--- src/rtl/pipeline_hazard_ctrl.sv ---
// -----------------------------------------------------------------------------
// pipeline_hazard_ctrl
//
// Purpose:
//   Tracks destination registers of instructions in flight after decode
//   (entry 0 = execute ... entry DEPTH-1 = writeback) and resolves RAW hazards
//   for the instruction in decode. The youngest in-flight writer of a source
//   register either forwards its result or, when the result is not yet
//   available, stalls decode and inserts a bubble.
//
// Build option:
//   HAZARD_BYPASS_EN  defined   -> forwarding from in-flight results enabled.
//                     undefined -> forwarding outputs tied to 0; any hazard
//                                  stalls until the writer leaves the pipeline.
//
// Ports:
//   clk, rst                 clock, synchronous active-high reset
//   id_valid_i               decode holds an instruction
//   id_rs_i, id_rt_i         decode source registers
//   id_rs_used_i, id_rt_used_i  source actually read
//   id_rd_i, id_wen_i        decode destination register / write enable
//   adv_i                    pipeline advances this cycle
//   flush_i                  branch/jump redirect, kills youngest entries
//   stage_data_i             result of entry i at [i*XLEN +: XLEN]
//   stage_data_vld_i         bit i set when entry i's result is available
//   fwd_a_en_o, fwd_a_o      forwarded rs operand (combinational)
//   fwd_b_en_o, fwd_b_o      forwarded rt operand (combinational)
//   stall_o                  decode must hold (combinational)
//   stall_cnt_o              saturating count of advancing stall cycles
// -----------------------------------------------------------------------------
module pipeline_hazard_ctrl #(
    parameter int XLEN        = 32,
    parameter int DEPTH       = 3,
    parameter int FLUSH_DEPTH = 1
) (
    input  logic                    clk,
    input  logic                    rst,
    input  logic                    id_valid_i,
    input  logic [4:0]              id_rs_i,
    input  logic [4:0]              id_rt_i,
    input  logic                    id_rs_used_i,
    input  logic                    id_rt_used_i,
    input  logic [4:0]              id_rd_i,
    input  logic                    id_wen_i,
    input  logic                    adv_i,
    input  logic                    flush_i,
    input  logic [DEPTH*XLEN-1:0]   stage_data_i,
    input  logic [DEPTH-1:0]        stage_data_vld_i,
    output logic                    fwd_a_en_o,
    output logic                    fwd_b_en_o,
    output logic [XLEN-1:0]         fwd_a_o,
    output logic [XLEN-1:0]         fwd_b_o,
    output logic                    stall_o,
    output logic [31:0]             stall_cnt_o
);

`ifdef HAZARD_BYPASS_EN
    localparam logic BYPASS_EN = 1'b1;
`else
    localparam logic BYPASS_EN = 1'b0;
`endif

    logic [DEPTH-1:0]      vld_q, vld_d;
    logic [DEPTH-1:0]      wen_q, wen_d;
    logic [DEPTH-1:0][4:0] rd_q, rd_d;
    logic [31:0]           stall_cnt_q, stall_cnt_d;

    logic [DEPTH-1:0]      match_a_s, match_b_s;
    logic                  hit_a_s, hit_b_s, rdy_a_s, rdy_b_s;
    logic [XLEN-1:0]       data_a_s, data_b_s;
    logic                  haz_a_s, haz_b_s, stall_s;
    logic                  fwd_a_en_s, fwd_b_en_s, insert_s;

    // Find the youngest in-flight writer of each source register.
    always_comb begin
        hit_a_s  = 1'b0;
        hit_b_s  = 1'b0;
        rdy_a_s  = 1'b0;
        rdy_b_s  = 1'b0;
        data_a_s = '0;
        data_b_s = '0;
        for (int i = 0; i < DEPTH; i++) begin
            match_a_s[i] = vld_q[i] & wen_q[i] & (rd_q[i] != 5'd0) &
                           id_rs_used_i & (rd_q[i] == id_rs_i);
            match_b_s[i] = vld_q[i] & wen_q[i] & (rd_q[i] != 5'd0) &
                           id_rt_used_i & (rd_q[i] == id_rt_i);
        end
        // Walk oldest to youngest so the lowest index overwrites last.
        for (int i = DEPTH - 1; i >= 0; i--) begin
            hit_a_s  = match_a_s[i] ? 1'b1 : hit_a_s;
            rdy_a_s  = match_a_s[i] ? stage_data_vld_i[i] : rdy_a_s;
            data_a_s = match_a_s[i] ? stage_data_i[i*XLEN +: XLEN] : data_a_s;
            hit_b_s  = match_b_s[i] ? 1'b1 : hit_b_s;
            rdy_b_s  = match_b_s[i] ? stage_data_vld_i[i] : rdy_b_s;
            data_b_s = match_b_s[i] ? stage_data_i[i*XLEN +: XLEN] : data_b_s;
        end
    end

    // Hazard, stall and forwarding decisions; all forced quiet while in reset.
    always_comb begin
        haz_a_s    = hit_a_s & (~rdy_a_s | ~BYPASS_EN);
        haz_b_s    = hit_b_s & (~rdy_b_s | ~BYPASS_EN);
        stall_s    = ~rst & id_valid_i & ~flush_i & (haz_a_s | haz_b_s);
        fwd_a_en_s = ~rst & BYPASS_EN & hit_a_s & rdy_a_s;
        fwd_b_en_s = ~rst & BYPASS_EN & hit_b_s & rdy_b_s;
        fwd_a_o    = fwd_a_en_s ? data_a_s : '0;
        fwd_b_o    = fwd_b_en_s ? data_b_s : '0;
        fwd_a_en_o = fwd_a_en_s;
        fwd_b_en_o = fwd_b_en_s;
        stall_o    = stall_s;
    end

    // Next state of the tracking shift register and the stall counter.
    always_comb begin
        vld_d    = vld_q;
        wen_d    = wen_q;
        rd_d     = rd_q;
        // Decode's instruction enters only when it is neither stalled nor flushed.
        insert_s = id_valid_i & ~stall_s & ~flush_i;
        if (adv_i) begin
            for (int i = DEPTH - 1; i >= 1; i--) begin
                vld_d[i] = vld_q[i-1];
                wen_d[i] = wen_q[i-1];
                rd_d[i]  = rd_q[i-1];
            end
            vld_d[0] = insert_s;
            wen_d[0] = insert_s & id_wen_i;
            rd_d[0]  = insert_s ? id_rd_i : 5'd0;
        end else begin
            vld_d = vld_q;
        end
        // Flush acts after the shift/hold so it always hits the youngest slots.
        for (int i = 0; i < FLUSH_DEPTH; i++) begin
            vld_d[i] = flush_i ? 1'b0 : vld_d[i];
        end
        stall_cnt_d = (stall_s && adv_i && (stall_cnt_q != 32'hFFFF_FFFF)) ?
                      stall_cnt_q + 32'd1 : stall_cnt_q;
    end

    // State registers.
    always_ff @(posedge clk) begin
        if (rst) begin
            vld_q       <= '0;
            wen_q       <= '0;
            rd_q        <= '0;
            stall_cnt_q <= 32'd0;
        end else begin
            vld_q       <= vld_d;
            wen_q       <= wen_d;
            rd_q        <= rd_d;
            stall_cnt_q <= stall_cnt_d;
        end
    end

    assign stall_cnt_o = stall_cnt_q;

endmodule
--- config.mk ---
export PLATFORM = sky130hd
export DESIGN_NAME = pipeline_hazard_ctrl
export DESIGN_NICKNAME = d
export VERILOG_FILES = /design/src/rtl/pipeline_hazard_ctrl.sv
export SDC_FILE = /design/constraint.sdc
export NUM_CORES = 1
export LEC_CHECK = 0
export ABC_AREA = 1
export CAP_MARGIN = 0
export CELL_PAD_IN_SITES_DETAIL_PLACEMENT = 0
export CELL_PAD_IN_SITES_GLOBAL_PLACEMENT = 1
export CORE_MARGIN = 3
export CORE_UTILIZATION = 26
export DETAILED_ROUTE_END_ITERATION = 8
export PLACE_DENSITY_LB_ADDON = 0.12
export SYNTH_ARGS = -nofsm -noshare
export SYNTH_HDL_FRONTEND = slang
export SYNTH_SLANG_ARGS = --single-unit
--- constraint.sdc ---
create_clock -name clk -period 1.9 [get_ports clk]
set_input_delay 0.38 -clock clk [delete_from_list [all_inputs] [get_ports clk]]
set_output_delay 0.38 -clock clk [all_outputs]
set_load 0.02 [all_outputs]
* Yosys cells after proc, flatten, opt, wreduce, memory -nomap -nowiden
Index checks and enable logic that the tools add are counted.
Storage, ports and cells: bits in registers 53, output and inout port bits 99
Cells by class: $add $sub $neg 1, eq/ne operators 7, mux-type cells 7, bitwise gates (word level) 28, reductions and logical operators 6
Operators with widths (count):
- $add A32 B1 Y32 const B | 1
- $ne A32 B32 Y1 const B | 1
- $eq A5 B5 Y1 | 6
- $and A1 B1 Y1 | 24
- $reduce_bool A5 Y1 | 3
- $mux W1 | 6
- $mux W5 | 1
- $not A1 Y1 | 3
- $logic_and A1 B1 Y1 | 2
- $reduce_or A2 Y1 | 1
- $or A1 B1 Y1 | 1

* Logic depth before layout (Yosys ltp)
word-level depth 13, depth in mapped cells 13, depth with buffers taken out 12

* Worst setup path before layout
OpenSTA, ideal clock, no wires.
path type register -> register, start reg stall_cnt_q[1], in the netlist stall_cnt_o[1], end reg stall_cnt_q[2], in the netlist stall_cnt_o[2], setup time 0.143 ns, arrival time 1.662 ns, required time 1.757 ns, setup slack 0.094 ns, stages on the path, launching flop included 11, clock period less this slack 1.806 ns, path through dfxtp_1 -> ha_1 -> and3_4 -> nand2_4 -> nor2_4 -> nand4_4 -> inv_1 -> nor2_4 -> buf_6 -> nand2_2 -> a21oi_2
On the way: cells in the longest elaborated chain, start to end 2, elaborated cells on any way between the ends 3, classes of those cells add/sub: 1; eq/ne: 1; reduce/logical: 1
Ends and longest elaborated chain:
- start: declaration | line 66 | logic [31:0] stall_cnt_q, stall_cnt_d;
- start signal: assignment | line 151 | stall_cnt_q <= stall_cnt_d;
- branches (longest 2 deep; another with $add A32 B1 Y32)
Parallel ways; which one is timed is not known. A chain may end at the register's enable or synchronous reset.

* Final worst setup path
start reg rd_q[1] (netlist name), end out stall_o
On the way: cells in the longest elaborated chain, start to end 7, elaborated cells on any way between the ends 12, classes of those cells eq/ne: 2; mux: 2; bitwise: 7; reduce/logical: 1
Ends and longest elaborated chain:
- start: declaration | line 65 | logic [DEPTH-1:0][4:0] rd_q, rd_d;
- start signal: assignment | line 150 | rd_q <= rd_d;
- $reduce_bool A5 Y1 | line 83, 85
- $and A1 B1 Y1 | line 83, 85
- $and A1 B1 Y1, on equally long branches | line 83, 85
- $and A1 B1 Y1, on equally long branches | line 84, 86
- $mux W1, on equally long branches | line 90, 93
- $or A1 B1 Y1 * | line 103 | stall_s = ~rst & id_valid_i & ~flush_i & (haz_a_s | haz_b_s);
- $and A1 B1 Y1 * | line 103
- end: declaration | line 53 | output logic stall_o,
Every way passes the cells marked *; elsewhere a longest branch is shown, timed or not.

==> impl_metrics.tcl <==
set metrics [dict create \
    synth_common_cells "nand2_1, buf_4, nor2_1, dfxtp_1, inv_1" \
    drtAntennaViolNets 0 \
    clock_latency_ns 0.31 \
    use_met2_pct 24.7 \
    fillCellCount 1646 \
    violations "setup timing" \
    synth_cells 593 \
    initial_core_util_pct 27.0 \
    pre_cts_ws_ns -0.814 \
    hold_class "input port to flip-flop" \
    power.total_w 0.00264 \
    dr.pass1.iters 4 \
    syn_avg_cell_area_um2 6.74 \
    p_leak_nw 2.31 \
    placementRows 44 \
    io_buffer_count 55 \
    hold_viol_final 0 \
    drt-wirelength-per-cell_um 13.9 \
    finalSetupViolations 1 \
    core_area_um2 14800 \
    period_share_pct 102 \
    crit_required_ns 1.52 \
    worstSetupStartpointType "flip-flop" \
    cts_tree "built" \
    antenna_found_initial 0 \
    die_h_um 130 \
    layout_min_cycle_time_ns 1.94 \
    grt_max_degree 40 \
    synth-edff-count 0 \
    wirelength_mm 12.5 \
    synth_area_um2 4000 \
    synth.distinct_cells 32 \
    gr-usage-all-layers_pct 14.7 \
    ys.flop_type "dfxtp_1" \
    ir_drop_v 0.000317 \
    grt_pass1_wl_mm 19.2 \
    cap_violations 0 \
    async_flop_share_pct 0 \
    fmax_mhz 515 \
    use_met3_pct 2.74 \
    drt_iter0_drc 144 \
    use_met1_pct 18.7 \
    relSlewSlack_pct 57.1 \
    dp_hpwl_mm 9.85 \
    die_area_um2 16900 \
    path_clk_slew_ns 0.08 \
    status "complete, but fails checks" \
    cts_made_buffers 5 \
    routabilityCongestion 0.853 \
    routed_via_density 4.28 \
    worst_setup_path_end_kind "primary output" \
    critical_path_class "flip-flop to primary output" \
    vias 3846 \
    synth_seq_cells 53 \
    drv_slew 0 \
    htreeDepth 2 \
    setup_ws_ns -0.0415 \
    synth_area_leaders "dfxtp_1, nand2_1, buf_4" \
    cp_max_fo 5 \
    area_growth_pct 33.0 \
    synth_area_leader_cell "dfxtp_1" \
    yosysSeqAreaShare_pct 26.5 \
    grt_overflow 0 \
    drive_gt1_share_pct 29.0 \
    clock_sinks 53 \
    cts_root_buf "clkbuf_16" \
    grt_busiest_layer "met2" \
    nets 837 \
    finClkSkew_ns 0.00907 \
    worstPathArrival_ns 1.56 \
    fp.dieW_um 130 \
    clockBufferDepth 2 \
    io_pins 221 \
    first_global_vias 3608 \
    yosysWarnings 0 \
    n_antenna_cell 0 \
    drc 0 \
    cellPowerDensity_nw_per_um2 496 \
    yosysMostFrequentCell "nand2_1" \
    rsz0062_at_grt "yes" \
    synth_top_area_share_pct 26.5 \
    worst_slew_pin_slew_ns 0.644 \
]
what timing repair did:
| action | in CTS | in global routing |
|---|---|---|
| setup buffers | 0 | 4 |
| hold buffers | 0 | 0 |
| endpoints found under the setup margin | 33 | 37 |
| pin swaps | 10 | 14 |
| gates cloned | 0 | 1 |
| gates resized for setup | 48 | 38 |
cells by family (layout without fill, tap and decap cells):
family / count (synthesis) / after routing / share of synthesized area [%]
adders and majority gates: 1 / 1 / 0.313
buffers and inverters: 127 / 184 / 19.5
DFF: 53 / 53 / 26.5
and+or+nand+nor: 315 / 315 / 35.8
AOI/OAI and AO/OA: 66 / 66 / 11.1
other: 1 / 66 / 0.0938
xor gates and xnor gates: 30 / 30 / 6.57
critical path, cell delays in order (launching register included):
cell and delay, ns:
dfxtp_4 0.39, buf_6 0.12, nand2_2 0.04, nand2_2 0.05, nor2_4 0.11, nand3_2 0.08, nand2_2 0.09, nand2_2 0.05
nand3_2 0.08, nand2_2 0.07, inv_2 0.06, buf_6 0.10
flip-flops by register name, summed over array words and instances, names as in the netlist:
signal       count
stall_cnt_o     32
wen_q            3
vld_q            3
rd_q            15
per-layer routing:
layer | routed length, um | vias up
met5 | 0 | -
met4 | 308 | 0
met3 | 573 | 14
met2 | 6090 | 90
met1 | 5560 | 1753
li1 | - | 1989
per-stage QoR:
| stage | utilization (%) | TNS (ns) | hold slack [ns] | cell area, um^2 | std cells |
|---|---|---|---|---|---|
| global placement | 33.4 | -19.60 | 0.479 | 4950 | 886 |
| detailed placement | 33.4 | -18.74 | 0.478 | 4950 | 886 |
| CTS | 34.8 | -0.0827 | 0.415 | 5160 | 894 |
| global route | 35.9 | -3.71 | 0.441 | 5320 | 899 |
| floorplan | - | 0 | 0.453 | 4240 | 658 |
| finish | 35.9 | -0.0415 | 0.432 | 5320 | 899 |
cells in the final DEF, fill, tap and decap left out, types with 10 or more instances in the layout:
master	n
clkdlybuf4s50_1	40
xnor2_1	12
a21oi_1	18
dlygate4sd2_1	10
dfxtp_1	37
nand2_2	28
nand2_1	170
nor2_2	11
xor2_1	18
inv_2	17
o21ai_0	14
nand3_1	19
inv_1	27
nor2_1	46
dfxtp_2	12
buf_4	65
a21oi_2	31
conb_1	66
final cells by class:
cell class              count  area, um^2  area share, %
well taps                 184         230           4.33
flip-flops and latches     53        1090           20.5
repair buffers            131        1190           22.4
inverters                  45         171           3.23
multi-input cells         478        2460           46.3
clock buffers               5         125           2.35
clock inverters             3        46.3          0.871
power breakdown:
| group | internal [W] | switching, W | total, W |
|---|---|---|---|
| logic | 0.000125 | 0.000274 | 0.000399 |
| registers | 0.00113 | 0.0000229 | 0.00115 |
| clock network | 0.000625 | 0.000460 | 0.00109 |
worst paths after layout:
| kind | start | end | slack, ns | cells after the start |
|---|---|---|---|---|
| worst min-delay path | rst | vld_q[0] | 0.43 | 4 |
| worst max-delay path | rd_q[1] | stall_o | -0.04 | 11 |
| worst min register to register | rd_q[3] | rd_q[3] | 0.49 | 2 |
| worst max register to register | rd_q[1] | stall_cnt_o[0] | 0 | 15 |
(Power assumes the default switching activity.)
